**src/rtl/comb_pkg.sv**
```systemverilog
// Shared types and default sizes for the combination-stage row scheduler.
// Also provides the index-width helper used by the scheduler and its counter.
package comb_pkg;

    localparam int unsigned DEF_FEATURE_ROWS   = 6;
    localparam int unsigned DEF_WEIGHT_COLS    = 3;
    localparam int unsigned DEF_DOT_PROD_WIDTH = 16;

    typedef logic [DEF_DOT_PROD_WIDTH-1:0] dot_t;

    typedef enum logic [2:0] {
        IDLE,
        REQ,
        WAIT,
        WRITE,
        FIN
    } state_e;

    // Index width for n entries; a single-entry range still needs one bit.
    function automatic int unsigned idx_width(input int unsigned n);
        return (n > 1) ? $clog2(n) : 1;
    endfunction

endpackage

```
**src/rtl/comb_index_counter.sv**
```systemverilog
// Nested row/column index counter. The column wraps to 0 on next_row, and
// neither index ever moves past its terminal value.
module comb_index_counter
    import comb_pkg::*;
#(
    parameter int unsigned ROWS  = DEF_FEATURE_ROWS,
    parameter int unsigned COLS  = DEF_WEIGHT_COLS,
    parameter int unsigned ROW_W = idx_width(ROWS),
    parameter int unsigned COL_W = idx_width(COLS)
) (
    input  logic             clk,
    input  logic             rst,
    input  logic             clear,
    input  logic             inc_col,
    input  logic             next_row,
    output logic [ROW_W-1:0] row,
    output logic [COL_W-1:0] col,
    output logic             last_col,
    output logic             last_row
);

    logic [ROW_W-1:0] row_q, row_d;
    logic [COL_W-1:0] col_q, col_d;

    assign last_col = (col_q == COL_W'(COLS - 1));
    assign last_row = (row_q == ROW_W'(ROWS - 1));
    assign row      = row_q;
    assign col      = col_q;

    always_comb begin
        row_d = row_q;
        col_d = col_q;
        if (clear) begin
            row_d = '0;
            col_d = '0;
        end else if (next_row) begin
            col_d = '0;
            if (!last_row) begin
                row_d = row_q + ROW_W'(1);
            end
        end else if (inc_col && !last_col) begin
            col_d = col_q + COL_W'(1);
        end
    end

    always_ff @(posedge clk or posedge rst) begin
        if (rst) begin
            row_q <= '0;
            col_q <= '0;
        end else begin
            row_q <= row_d;
            col_q <= col_d;
        end
    end

endmodule

```
**src/rtl/comb_row_scheduler.sv**
```systemverilog
// Walks every (feature row, weight column) pair, issues one dot-product request
// each, gathers a row of results and writes the full row to the result memory.
module comb_row_scheduler
    import comb_pkg::*;
#(
    parameter int unsigned FEATURE_ROWS          = DEF_FEATURE_ROWS,
    parameter int unsigned WEIGHT_COLS           = DEF_WEIGHT_COLS,
    parameter int unsigned DOT_PROD_WIDTH        = DEF_DOT_PROD_WIDTH,
    parameter int unsigned COUNTER_FEATURE_WIDTH = idx_width(FEATURE_ROWS),
    parameter int unsigned COUNTER_WEIGHT_WIDTH  = idx_width(WEIGHT_COLS)
) (
    input  logic                             clk,
    input  logic                             rst,
    input  logic                             start,
    input  logic                             abort,
    output logic [COUNTER_FEATURE_WIDTH-1:0] feature_row,
    output logic [COUNTER_WEIGHT_WIDTH-1:0]  weight_col,
    output logic                             dp_req,
    input  logic                             dp_valid,
    input  logic [DOT_PROD_WIDTH-1:0]        dp_result,
    output logic                             wr_en,
    output logic [COUNTER_FEATURE_WIDTH-1:0] write_row,
    output logic [DOT_PROD_WIDTH-1:0]        fm_wm_row_out [0:WEIGHT_COLS-1],
    output logic                             busy,
    output logic                             done
);

    state_e state_q, state_d;

    logic cnt_clear;
    logic inc_col;
    logic next_row;
    logic last_col;
    logic last_row;
    logic buf_we;

    logic [COUNTER_FEATURE_WIDTH-1:0] row;
    logic [COUNTER_WEIGHT_WIDTH-1:0]  col;
    logic [DOT_PROD_WIDTH-1:0]        rowbuf_q [0:WEIGHT_COLS-1];

    comb_index_counter #(
        .ROWS  (FEATURE_ROWS),
        .COLS  (WEIGHT_COLS),
        .ROW_W (COUNTER_FEATURE_WIDTH),
        .COL_W (COUNTER_WEIGHT_WIDTH)
    ) u_index (
        .clk      (clk),
        .rst      (rst),
        .clear    (cnt_clear),
        .inc_col  (inc_col),
        .next_row (next_row),
        .row      (row),
        .col      (col),
        .last_col (last_col),
        .last_row (last_row)
    );

    always_ff @(posedge clk or posedge rst) begin
        if (rst) begin
            state_q <= IDLE;
        end else begin
            state_q <= state_d;
        end
    end

    // abort overrides every transition, including start and a same-cycle dp_valid.
    always_comb begin
        state_d   = state_q;
        cnt_clear = 1'b0;
        inc_col   = 1'b0;
        next_row  = 1'b0;
        buf_we    = 1'b0;
        if (abort) begin
            state_d   = IDLE;
            cnt_clear = 1'b1;
        end else begin
            unique case (state_q)
                IDLE: begin
                    if (start) begin
                        state_d   = REQ;
                        cnt_clear = 1'b1;
                    end
                end
                REQ: begin
                    state_d = WAIT;
                end
                WAIT: begin
                    if (dp_valid) begin
                        buf_we = 1'b1;
                        if (last_col) begin
                            state_d = WRITE;
                        end else begin
                            inc_col = 1'b1;
                            state_d = REQ;
                        end
                    end
                end
                WRITE: begin
                    if (last_row) begin
                        state_d = FIN;
                    end else begin
                        next_row = 1'b1;
                        state_d  = REQ;
                    end
                end
                FIN: begin
                    state_d   = IDLE;
                    cnt_clear = 1'b1;
                end
                default: begin
                    state_d   = IDLE;
                    cnt_clear = 1'b1;
                end
            endcase
        end
    end

    always_comb begin
        dp_req = 1'b0;
        wr_en  = 1'b0;
        done   = 1'b0;
        busy   = 1'b1;
        unique case (state_q)
            IDLE:    busy   = 1'b0;
            REQ:     dp_req = 1'b1;
            WRITE:   wr_en  = 1'b1;
            FIN:     done   = 1'b1;
            default: ;
        endcase
    end

    // Per-entry compare keeps the write in range for non-power-of-two widths.
    always_ff @(posedge clk or posedge rst) begin
        if (rst) begin
            for (int i = 0; i < int'(WEIGHT_COLS); i++) begin
                rowbuf_q[i] <= '0;
            end
        end else if (buf_we) begin
            for (int i = 0; i < int'(WEIGHT_COLS); i++) begin
                if (col == COUNTER_WEIGHT_WIDTH'(i)) begin
                    rowbuf_q[i] <= dp_result;
                end
            end
        end
    end

    assign feature_row   = row;
    assign weight_col    = col;
    assign write_row     = row;
    assign fm_wm_row_out = rowbuf_q;

endmodule

```
**config.mk**
```make
export PLATFORM = sky130hd
export DESIGN_NAME = comb_row_scheduler
export DESIGN_NICKNAME = d
export VERILOG_FILES = /design/src/rtl/comb_pkg.sv /design/src/rtl/comb_index_counter.sv /design/src/rtl/comb_row_scheduler.sv
export SDC_FILE = /design/constraint.sdc
export NUM_CORES = 1
export LEC_CHECK = 0
export CAP_MARGIN = 20
export CORE_MARGIN = 2
export CORE_UTILIZATION = 35
export DETAILED_ROUTE_END_ITERATION = 8
export MAX_ROUTING_LAYER = met4
export SLEW_MARGIN = 40
export SYNTH_ARGS = -nofsm -noshare
export SYNTH_HDL_FRONTEND = slang
export SYNTH_HIERARCHICAL = 1
export SYNTH_SLANG_ARGS = --single-unit
export TNS_END_PERCENT = 30
```
**constraint.sdc**
```tcl
create_clock -name clk -period 2.6 [get_ports clk]
set_clock_uncertainty 0.1 [all_clocks]
set_input_delay 0.78 -clock clk [delete_from_list [all_inputs] [get_ports clk]]
set_output_delay 0.78 -clock clk [all_outputs]
set_load 0.02 [all_outputs]
```
Yosys cells after proc, flatten, opt, wreduce, memory -nomap -nowiden
Cells that the tools add are included.
{"block": "word_totals", "reg_bits": 56, "out_inout_bits": 60, "wordCells": 59}
{"block": "op_classes", "add_sub_neg": 2, "n_eq_ne": 10, "muxes": 29, "n_reduce_logical": 12}
{"cell": "3-bit 2-to-1 mux", "count": 7}
{"cell": "1-bit 2-to-1 mux", "count": 16}
{"cell": "3-bit case mux with 4 select lines", "count": 1}
{"cell": "2-bit AND reduction", "count": 5}
{"cell": "2-bit 2-to-1 mux", "count": 4}
{"cell": "3-bit by 2-bit equality test with 1-bit output (second input constant)", "count": 2}
{"cell": "3-bit equality test (second input constant)", "count": 2}
{"cell": "3-bit inequality test (second input constant)", "count": 2}
{"cell": "3-bit by 1-bit adder with 3-bit output (second input constant)", "count": 1}
{"cell": "3-bit by 1-bit equality test with 1-bit output (second input constant)", "count": 1}
{"cell": "3-bit zero test", "count": 1}
{"cell": "3-bit nonzero test", "count": 1}
{"cell": "3-bit OR reduction", "count": 1}
{"cell": "2-bit by 1-bit adder with 2-bit output (second input constant)", "count": 1}
{"cell": "2-bit by 1-bit equality test with 1-bit output (second input constant)", "count": 1}
{"cell": "2-bit equality test (second input constant)", "count": 1}
{"cell": "2-bit zero test", "count": 1}
{"cell": "2-bit inequality test (second input constant)", "count": 1}
{"cell": "1-bit case mux with 2 select lines", "count": 1}
{"cell": "2-bit nonzero test", "count": 1}
{"cell": "1-bit logical AND", "count": 1}
{"cell": "1-bit zero test", "count": 1}

Longest topological paths before layout
Gate-level depths: netlist (run 1).
{"block": "logic_depth", "ltp_word": 9, "mapped_depth": 7, "mapped_depth_nobuf": 7}

Modules after synthesis
The synthesis (run 1) kept the hierarchy.
{"module": "comb_row_scheduler", "instances": 1, "cells_each": 136, "area_per_inst_um2": 2107.0, "seq_area_each_um2": 1276.2}
{"module": "comb_index_counter", "instances": 1, "cells_each": 26, "area_per_inst_um2": 289.0, "seq_area_each_um2": 125.1}

Worst setup path after synthesis (run 1)
No wires, ideal clock.
{"block": "synth_timing", "path_type": "input to register", "startpoint": "in abort", "endpoint": "reg rowbuf_q, in the netlist fm_wm_row_out[0]", "t_arrival_ps": 2152, "path_slack_ps": 223, "stages": 6, "n_path_buf": 3, "path_cell_list": "or2_1 buf_6 or4b_4 buf_6 buf_12 mux2_4"}
{"block": "synth_via", "elab_chain_len": 2}
{"element": "start, declared", "line_no": "comb_row_scheduler.sv:15", "source": "input logic abort,"}
{"element": "1-bit 2-to-1 mux", "line_no": "comb_row_scheduler.sv:73", "source": "if (abort) begin"}
{"element": "2-bit AND reduction (no source line)"}
{"element": "end signal, assigned by index", "line_no": "comb_row_scheduler.sv:141", "source": "rowbuf_q[i] <= dp_result;"}
{"element": "end, declared", "line_no": "comb_row_scheduler.sv:39", "source": "logic [DOT_PROD_WIDTH-1:0] rowbuf_q [0:WEIGHT_COLS-1];"}
No other way between the ends.
A chain may end at the register's enable or synchronous reset.

Final worst setup path (run 1)
{"block": "layout_timing", "startpoint": "reg state_q[1]", "endpoint": "out wr_en"}
{"block": "layout_via", "elab_chain_len": 2}
{"element": "start, declared", "line_no": "comb_row_scheduler.sv:28", "source": "state_e state_q, state_d;"}
{"element": "start signal, assigned", "line_no": "comb_row_scheduler.sv:62", "source": "state_q <= state_d;"}
{"element": "3-bit by 2-bit equality test with 1-bit output", "line_no": "comb_row_scheduler.sv:123", "source": "unique case (state_q)"}
{"element": "1-bit 2-to-1 mux", "line_no": "comb_row_scheduler.sv:123"}
{"element": "end, declared", "line_no": "comb_row_scheduler.sv:21", "source": "output logic wr_en,"}
No other way between the ends.

==> metrics, run 1 <==
status=finished, final reports clean; # nets final=273; die width=approximately 87 um; Syn Nets=between 150 and 200; diodes inserted=0; Die Y=about 87 um; CP required=~1.7 ns; core region area=0.006719 sq mm; number of flops mapped to enable cells by yosys=0; fraction of registers with async set/reset=100.0%; #FFs+latches synth=56; Tcrit/Tclk final=96.63%; vias=about 1600; GRT Overall Usage=about 14%; Top delay family on crit path=buffers and inverters; DR iter-0 viols=19; Pins Over Slew Limit=0; Setup violations, final=0; unrepaired setup endpoints after global routing=no; area of the multi-input gates=approximately 870 sq um; Yosys top cell by area=dfrtp_1; clock transition at the registers of the reported paths=roughly 0.1 ns; Cell Area, Synth=~0.0024 sq mm; Post-CTS Hold Buffers=0; Area Growth Syn to Fin=42.04%; Post-CTS Setup Inserts=0; Clk Latency, worst-skew pair=about 0.30 ns; critical path endpoint category=output pin; Worst Tran Pin Value=0.4240 ns; max cap viols=0; global-route wire length before repair=between 8 and 9 mm; Synth top cells by count=56 x dfrtp_1, 38 x mux2_2, 10 x mux2_4; initial antenna violation count=0; Avg Cell Area, Syn=14.79 sq um; std cell rows=30; GPL Wtd Cong=0.7579; dpl hpwl=3.661 mm; Routed wire per std cell=between 15 and 20 um; crit path launch type=flop; drt total wl=between 4 and 5 mm; Initial DRT Pass Iterations=4; fin util=approximately half; Max VDD drop=0.0002213 V; worst min path class=reg2reg; Setup Crit Path Kind=reg2out; CTS tree=yes; top post-synthesis cells by area=dfrtp_1 58%, mux2_2 18%, mux2_4 6.3%; total gr overflow=0; Crit-path slowest cell=clkdlybuf4s50_1; antenna-violating nets left=0; vias in the first global route=approximately 1600; cell with the most instances after synthesis=dfrtp_1; final-report hold violation count=0; minimum clock period=between 2 and 3 ns; register area share after synthesis=around three fifths; CTS Buffer Depth=2; Fin Hold WS=0.4139 ns; largest net degree at the start of global routing=20; Crit Path Max Fanout=7; Layout fillers=591; most used flip-flop cell after synthesis=dfrtp_1; # resized after CTS=0; FF/Latch Area=approximately 0.0014 sq mm; Pleak=0.001633 uW; CP bufs+invs=1; critical path's largest stage delay=0.61 ns; Syn Inst Count=162; Power Density=577.5 mW/mm^2; Top-Level Pins=between 80 and 90; H-tree levels=2; Max Freq=around 0.40 GHz; initial core utilization=35.66%; Ys Warns=6; Clock Sinks=56; share of layout cells above drive strength 1=between 20 and 30%; Synth top area share=58.49%; Die ar.=between 0.007 and 0.008 sq mm; via/cell ratio=around 4.7; number of library cell types mapped by synthesis=27; drt drc=0; CTS Buf Count=5; Critical Path, Cell by Cell=nand2_1 > nor2_1 > clkdlybuf4s50_1; worst rel slew slack=a little under three quarters; PortBufs=80; CP arrival=1.63 ns; root buf cell=clkbuf_8
## flip-flops by register name, indices dropped and copies added (netlist names)
name and flops:
u_index/col 2, fm_wm_row_out 48, state_q 3, u_index/row 3
## per-layer routing
metal  vias up  GRT usage, %  share of wire [%]  wire [um]
met2        48         22.03                 48       2359
met3         5         3.905                6.4        317
met5         -             -                  0          0
li1        729             -                  -          -
met1       774         19.11                 45       2231
met4         0         3.409               0.97         48
## placed cells by master (no fill, tap or decap), types with 3 or more instances in the layout
cell,netlist,final
clkdlybuf4s50_1,0,77
dfrtp_1,56,56
mux2_2,38,38
mux2_4,10,10
buf_4,3,8
nor2_1,7,7
inv_1,7,6
nor3_1,6,6
clkbuf_8,0,6
nand2_1,3,3
dlymetal6s2s_1,0,3
ha_1,3,3
## stage by stage
stage | total power (uW) | setup TNS [ns] | setup slack, ns | instance area, sq um | cells
after floorplan | 1234 | 0 | 0.2228 | 2396 | 162
after global placement | 1481 | -3.229 | -0.09783 | 3299 | 322
after detailed placement | 1490 | -4.274 | -0.1321 | 3299 | 322
after CTS | 2004 | 0 | 0.02562 | 3396 | 330
after global routing | 2076 | 0 | 0.01444 | 3403 | 330
final | 1965 | 0 | 0.08767 | 3403 | 330
## power breakdown
group / internal (uW) / switching (uW)
Sequential: 956 / 47.6
Clock: 219 / 285
Combinational: 249 / 209
Total: 1420 / 541
## final timing paths
check,startpoint,slack [ns],depth (start not counted),to
min in group asynchronous,rst,0.61,2,u_index/col[0]
min reg2reg,fm_wm_row_out[45],0.41,1,fm_wm_row_out[45]
max in group asynchronous,rst,1.12,3,fm_wm_row_out[19]
max,state_q[1],0.09,3,wr_en
max reg2reg,state_q[0],0.64,3,fm_wm_row_out[3]
min,fm_wm_row_out[45],0.41,1,fm_wm_row_out[45]
## final cells by class
type                       instances  share of cell area (%)
sequential                        56                   41.18
timing repair buffer              90                   26.69
multi-input combinational         89                   25.59
tap                               80                   2.941
clock buffer                       6                   2.426
inverter                           7                  0.7721
clock inverter                     2                  0.4044
## logic make-up (layout without fill, tap and decap cells)
| family | after synthesis | after routing | synth area share (%) |
|---|---|---|---|
| buffers and inverters | 17 | 105 | 5.170 |
| multiplexers | 50 | 50 | 24.96 |
| flip-flops | 56 | 56 | 58.49 |
| AO/OA/AOI/OAI | 5 | 5 | 2.089 |
| XOR/XNOR | 2 | 2 | 0.7312 |
| adder cells (fa/ha/maj) | 3 | 3 | 1.567 |
| AND/OR/NAND/NOR | 29 | 29 | 6.997 |
No activity file was read; power rests on OpenSTA's default activity.
==> run 2: changes to the inputs <==
CORE_UTILIZATION = 45   (was 35)
CTS_CLUSTER_SIZE = 20   (was default)
PLACE_DENSITY = 0.79   (was default)
==> metrics, run 2 (same netlist as run 1, synthesis figures left out) <==
status=finished, final reports clean; most common cell after layout, fill and taps aside=clkdlybuf4s50_1; r2r worst-path depth=3; Tcrit/Tclk final=96.36%; GPL Wtd Cong=0.7466; global-route wire length before repair=a little under 8 mm; unrepaired setup endpoints after global routing=no; std cell rows=26; Clock Sinks=56; Power Density=slightly above 600 mW/mm^2; CP required=1.72 ns; Fin Setup TNS=0 ns; vias=around 1600; Routed wire per std cell=14.87 um; Area Growth Syn to Fin=42.45%; total gr overflow=0; H-tree levels=2; Pins Over Slew Limit=0; root buf cell=clkbuf_8; worst hold endpoint=fm_wm_row_out[12]; CTS tree=yes; Layout Cells excl Fill=between 300 and 400; Die ar.=~0.006 sq mm; Clk Latency, worst-skew pair=about 0.3 ns; Worst Tran Pin Value=~0.28 ns; max cap viols=0; Setup violations, final=0; vias in the first global route=between 1500 and 2000; Max Freq=around 0.4 GHz; Top-Level Pins=81; reg2reg end=fm_wm_row_out[0]; share of layout cells above drive strength 1=about 28%; Largest register FFs=48; Layout fillers=just under 400; initial antenna violation count=0; initial core utilization=46.91%; critical path endpoint category=output pin; largest net degree at the start of global routing=43; dpl hpwl=3.524 mm; Setup Crit Path Kind=reg2out; hold path cells=1; dpl cells=a little over 300; core region area=roughly 0.0051 sq mm; worst rel slew slack=a little over 80%; via/cell ratio=about 4.9; final-report hold violation count=0; drt total wl=roughly 4.7 mm; register-to-register setup slack=~0.64 ns; Fin Hold WS=~0.4 ns; die width=76.97 um; Initial DRT Pass Iterations=4; Die Y=76.97 um; PortBufs=80; CTS Buf Count=5; Pleak=approximately 0.0016 uW; crit path launch type=flop; GRT Overall Usage=17.34%; # nets final=about 270; fin worst setup slack=roughly 0.095 ns; Crit Path Max Fanout=7; Design Power=2064 uW; minimum clock period=approximately 2.5 ns; Max VDD drop=between 0.0002 and 0.0003 V; DP Worst Slack=-0.1144 ns; CTS Buffer Depth=2; worst hold start=fm_wm_row_out[12]; clock transition at the registers of the reported paths=0.09 ns; worst min path class=reg2reg; most frequent cells in the layout=77 x clkdlybuf4s50_1, 56 x dfrtp_1, 38 x mux2_2; drt drc=0; diodes inserted=0; RR Startpoint=state_q[2]; CP arrival=between 1.5 and 2 ns; antenna-violating nets left=0; DR iter-0 viols=a little under 90
run 2: cell types whose count changed in the layout (fill, tap and decap cells not counted), sizes merged:
cell,delta
clkbuf,+1
inv,-1
clkinv,-1
buf,-1
bufinv,+1
run 2: layer usage:
| layer | part of all wire, % | GRT usage (%) | vias up |
|---|---|---|---|
| li1 | - | - | 730 |
| met1 | 46 | 23.13 | 770 |
| met2 | 46 | 26.23 | 64 |
| met3 | 7.6 | 5.294 | 2 |
| met4 | 0.42 | 4.286 | 0 |
| met5 | 0 | - | - |
run 2: worst max-delay path: stages, from the launching register on:
cell,delay (ns)
dfrtp_1,0.47
nand2_1,0.15
nor2_1,0.10
clkdlybuf4s50_1,0.60
run 2: worst max path at each step:
stage                          start                to  slack [ns]  cells past startpoint
after floorplan                abort  fm_wm_row_out[0]        0.22                      6
after global placement         abort  fm_wm_row_out[8]       -0.08                      4
after detailed placement       abort  fm_wm_row_out[0]       -0.11                      4
after CTS                 state_q[1]            dp_req        0.03                      3
after global routing      state_q[1]             wr_en       0.009                      3
final                     state_q[1]             wr_en        0.09                      3
run 2: layout make-up:
cell class | count | area [sq um] | share of cell area [%]
inverter | 7 | 26.28 | 0.7698
multi-input combinational | 89 | 870.8 | 25.51
clock inverter | 1 | 30.03 | 0.8798
tap | 70 | 87.58 | 2.566
timing repair buffer | 89 | 900.9 | 26.39
clock buffer | 7 | 96.34 | 2.823
sequential | 56 | 1401 | 41.06
run 2: power by group:
| group | leakage (uW) | internal, uW | switching [uW] |
|---|---|---|---|
| registers | 0.000758 | 956 | 43.5 |
| logic | 0.000819 | 249 | 210 |
| clock network | 0.0000645 | 340 | 266 |
run 2: timing repair:
item                       in CTS  in global routing
setup endpoints to repair       0                  3
gates resized for setup         0                  3
hold buffers                    0                  0
buffers inserted                0                  0
run 2: stage by stage:
| step | cell area [sq um] | utilization [%] |
|---|---|---|
| floorplan | 2396 | - |
| global placement | 3279 | 64.21 |
| detailed placement | 3279 | 64.21 |
| CTS | 3406 | 66.68 |
| global route | 3413 | 66.83 |
| finish | 3413 | 66.83 |
==> RTL edit 1, RTL diff (config.mk and constraints of run 2) <==
Reset style: synchronous (`rst`), changed in 3 clocked blocks.
--- a/src/rtl/comb_index_counter.sv
+++ b/src/rtl/comb_index_counter.sv
@@ -43,7 +43,7 @@
         end
     end
 
-    always_ff @(posedge clk or posedge rst) begin
+    always_ff @(posedge clk) begin
         if (rst) begin
             row_q <= '0;
             col_q <= '0;
--- a/src/rtl/comb_row_scheduler.sv
+++ b/src/rtl/comb_row_scheduler.sv
@@ -55,7 +55,7 @@
         .last_row (last_row)
     );
 
-    always_ff @(posedge clk or posedge rst) begin
+    always_ff @(posedge clk) begin
         if (rst) begin
             state_q <= IDLE;
         end else begin
@@ -130,7 +130,7 @@
     end
 
     // Per-entry compare keeps the write in range for non-power-of-two widths.
-    always_ff @(posedge clk or posedge rst) begin
+    always_ff @(posedge clk) begin
         if (rst) begin
             for (int i = 0; i < int'(WEIGHT_COLS); i++) begin
                 rowbuf_q[i] <= '0;
Function: differs if rst is asserted again (counterexample within 4 cycles, from zero or initial values and one cycle with rst high); with rst held inactive, the same outputs for 10 cycles.
==> RTL edit 1 against run 2 <==
Cell area increased by 1.2%; die area increased by 3.6%; sequential share of layout area decreased by 8.5 points; worst setup slack got worse by 0.023 ns; routed wire length increased by 7.1%; sequential cell count unchanged; area after synthesis increased by 3.8%; critical path depth increased by 1; fmax decreased by 0.92%.
Power is not compared: it rests on default switching activity, and its combinational part moved more than twofold at a synthesized area within 25%.
==> RTL edit 1: results (changes against run 2) <==
status: "completed"  # unchanged
drive_gt1_share_pct: 9.52  # was 28.1%
hpwl_um: 3700  # was 3520 um
avgRoutedWirePerCell_um: 13.1  # was 14.9 um
clock_latency_ns: 0.30  # about the same
routed_via_density: 4.73  # was 4.91
grt_use_total_pct: 17.3  # about the same
postPlaceCellArea_um2: 3360  # was 3280 um^2
ys_seq_area_share_pct: 45.1  # was 58.5%
first_global_vias: 1754  # was 1542
vdd_drop_max_mv: 0.303
cp_max_fo: 8  # was 7
synthDistinctLibCells: 36  # was 27
synthArstFlopShare_pct: 0  # was 100%
grt_start_max_net_pins: 44  # was 43
maxSlewHeadroom_pct: 71.0  # was 81.1%
layout.nets: 338  # was 272
drtIter0Drc: 71  # was 87
place.gp.congestion: 0.740  # was 0.747
synth_area_leaders: "dfxtp_1, mux2i_1, nand2b_1, ha_1, clkbuf_1"  # was dfrtp_1, mux2_2, mux2_4, buf_6, ha_1
cts_resized: 1  # was 0
synth_common_cells: "nand2b_1, dfxtp_1, mux2i_1, clkbuf_1, inv_1"  # was dfrtp_1, mux2_2, mux2_4, inv_1, nor2_1
synth_fp_nets: 260  # was 186
p_int_mw: 1.11
cellLeakagePower_nw: 1.41
grt_pass1_wl_um: 8220  # was 7820 um
RTL edit 1: changes by cell type in the layout (fill, tap and decap cells not counted), sizes merged, moves of 4 or more:
| cell | before | now |
|---|---|---|
| nand2b | 2 | 65 |
| dfrtp | 56 | 0 |
| dfxtp | 0 | 56 |
| mux2 | 48 | 0 |
| mux2i | 2 | 48 |
| nor2b | 0 | 4 |
RTL edit 1: area by class of cell:
cell class,count,area [um^2]
clock buffer,5,68.8
fill,469,1950
inverter,6,22.5
tap,72,90.1
multi-input combinational,156,1230
clock inverter,3,22.5
timing repair buffer,89,892
sequential,56,1120
RTL edit 1: worst paths after layout:
kind                                   startpoint                 to  slack (ns)  depth (start not counted)
worst max register to register         state_q[2]     u_index/col[1]        0.73                          6
worst min-delay path            fm_wm_row_out[37]  fm_wm_row_out[37]        0.38                          2
worst max-delay path                   state_q[2]              wr_en        0.07                          4
worst min register to register  fm_wm_row_out[37]  fm_wm_row_out[37]        0.38                          2
RTL edit 1: cells by family after synthesis:
logic type,Yosys count,share of synthesized area [%]
buffers and inverters,24,5.59
adders and majority gates,3,1.51
and+or+nand+nor,93,24.0
AOI/OAI and AO/OA,10,3.82
muxes,48,19.3
DFF,56,45.1
xor gates and xnor gates,2,0.705
RTL edit 1: per-layer routing:
| layer | routed length, um | part of all wire (%) | track usage [%] |
|---|---|---|---|
| met1 | 2390 | 47 | 21.6 |
| met2 | 2460 | 49 | 27.9 |
| met3 | 164 | 3.2 | 3.22 |
| met4 | 65 | 1.3 | 6.84 |
| met5 | 0 | 0 | - |
RTL edit 1: power groups by stage:
stage          Clock (mW)  Combinational (mW)  Sequential (mW)
3_3_place_gp            0               0.102            0.882
6_report            0.481               0.101            0.862
4_1_cts             0.493               0.102            0.862
3_5_place_dp            0               0.103            0.882
2_1_floorplan           0              0.0505            0.882
5_1_grt             0.531               0.109            0.863
RTL edit 1: critical path: stages (launching register included):
cell             delay (ns)
dfxtp_2                0.36
and2b_2                0.24
nand2_1                0.09
inv_1                  0.07
clkdlybuf4s50_1        0.59
RTL edit 1: stage by stage:
stage | std cells | setup WS [ns] | setup TNS [ns]
after floorplan | 236 | 0.297 | 0
after global placement | 379 | -0.0508 | -0.830
after detailed placement | 379 | -0.0753 | -1.28
after CTS | 387 | 0.0124 | 0
after global routing | 387 | 0.0120 | 0
final | 387 | 0.0713 | 0
==> RTL edit 2, RTL diff (settings of run 2) <==
Made on the original files. `DEF_WEIGHT_COLS`: 3 -> 5.
--- a/src/rtl/comb_pkg.sv
+++ b/src/rtl/comb_pkg.sv
@@ -3,7 +3,7 @@
 package comb_pkg;
 
     localparam int unsigned DEF_FEATURE_ROWS   = 6;
-    localparam int unsigned DEF_WEIGHT_COLS    = 3;
+    localparam int unsigned DEF_WEIGHT_COLS    = 5;
     localparam int unsigned DEF_DOT_PROD_WIDTH = 16;
 
     typedef logic [DEF_DOT_PROD_WIDTH-1:0] dot_t;
Ports: changed (resized fm_wm_row_out and weight_col); port bits go from 81 to 114. The function was not compared with the original's and may differ.
==> RTL edit 2 against run 2 <==
Via count is 52% higher; sequential share of layout area rose by 0.53 points; power up 36%; cell area is 57% higher; sequential cell count increased by 33; worst setup slack better by 0.080 ns; routed wire length grew 69%; synthesized cell count is 46% higher; combinational power grew 6.1%; area after synthesis is 58% higher; critical path depth down 2.
==> RTL edit 2: results (changes against run 2) <==
status: "completed"  # unchanged
cts_buffers: 9  # was 5
grt_start_max_net_pins: 59  # was 43
largest_reg_flops: 80  # was 48
cp_max_fo: 9  # was 7
p_comb_share_pct: 17.3  # was 22.2%
grt_pass1_wl_um: 13100  # was 7820 um
clock_latency_ns: 0.34  # was 0.30 ns
layout.nets: 392  # was 272
synth_fp_nets: 261  # was 186
grt_use_total_pct: 19.5  # was 17.3%
slowest_delay_ns: 0.67  # was 0.60 ns
use_met1_pct: 26.1  # was 23.1%
ys_seq_area_share_pct: 59.0  # was 58.5%
htreeDepth: 3  # was 2
fin_cells: 476  # was 319
arrival_ns: 1.55  # was 1.63 ns
hpwl_um: 5880  # was 3520 um
port_buffers: 113  # was 80
synth_common_cells: "dfrtp_1, mux2_2, mux2_4, inv_1, nor2_1"  # unchanged
fillCellCount: 600  # was 392
cellLeakagePower_nw: 2.60  # was 1.64 nW
routed_via_density: 4.99  # was 4.91
grtUsageMet3_pct: 4.58  # was 5.29%
place.gp.congestion: 0.722  # was 0.747
postPlaceCellArea_um2: 5190  # was 3280 um^2
powerClk_uw: 805  # was 606 uW
RTL edit 2: logic make-up after synthesis:
group,Yosys count,synth area share (%)
AOI/OAI and AO/OA,9,2.12
xor gates and xnor gates,2,0.464
adders and majority gates,4,1.33
buffers and inverters,16,3.08
DFF,89,59.0
muxes,81,27.1
and+or+nand+nor,35,6.89
RTL edit 2: worst paths after layout:
path | to | cells after the start | from | slack, ns
min reg2reg | fm_wm_row_out[65] | 1 | fm_wm_row_out[65] | 0.41
max | weight_col[2] | 1 | u_index/col[2] | 0.17
min in group asynchronous | u_index/row[0] | 2 | rst | 0.63
max in group asynchronous | fm_wm_row_out[2] | 3 | rst | 1.34
min | fm_wm_row_out[65] | 1 | fm_wm_row_out[65] | 0.41
max reg2reg | u_index/col[2] | 7 | u_index/col[1] | 0.60
RTL edit 2: cell type report:
class / instances / area (um^2) / area share, %
well taps: 105 / 131 / 2.45
clock inverters: 5 / 31.3 / 0.584
clock buffers: 10 / 128 / 2.38
repair buffers: 130 / 1380 / 25.7
flip-flops and latches: 89 / 2230 / 41.6
multi-input cells: 131 / 1440 / 26.8
inverters: 6 / 26.3 / 0.490
RTL edit 2: layer usage:
layer	wire, um	up-vias
met2	3840	80
met4	98	0
met5	0	-
met1	3620	1189
li1	-	1097
met3	487	10
RTL edit 2: timing repair:
action	in CTS	in global routing
pin swaps	0	0
gates resized for setup	1	5
setup endpoints to repair	1	4
RTL edit 2: metrics by stage:
step	setup TNS [ns]	total power [mW]	util [%]
final	0	2.81	65.5
after global routing	0	2.93	65.5
after CTS	0	2.85	65.4
after detailed placement	-6.21	2.04	63.5
after global placement	-3.74	2.02	63.5
after floorplan	0	1.77	-
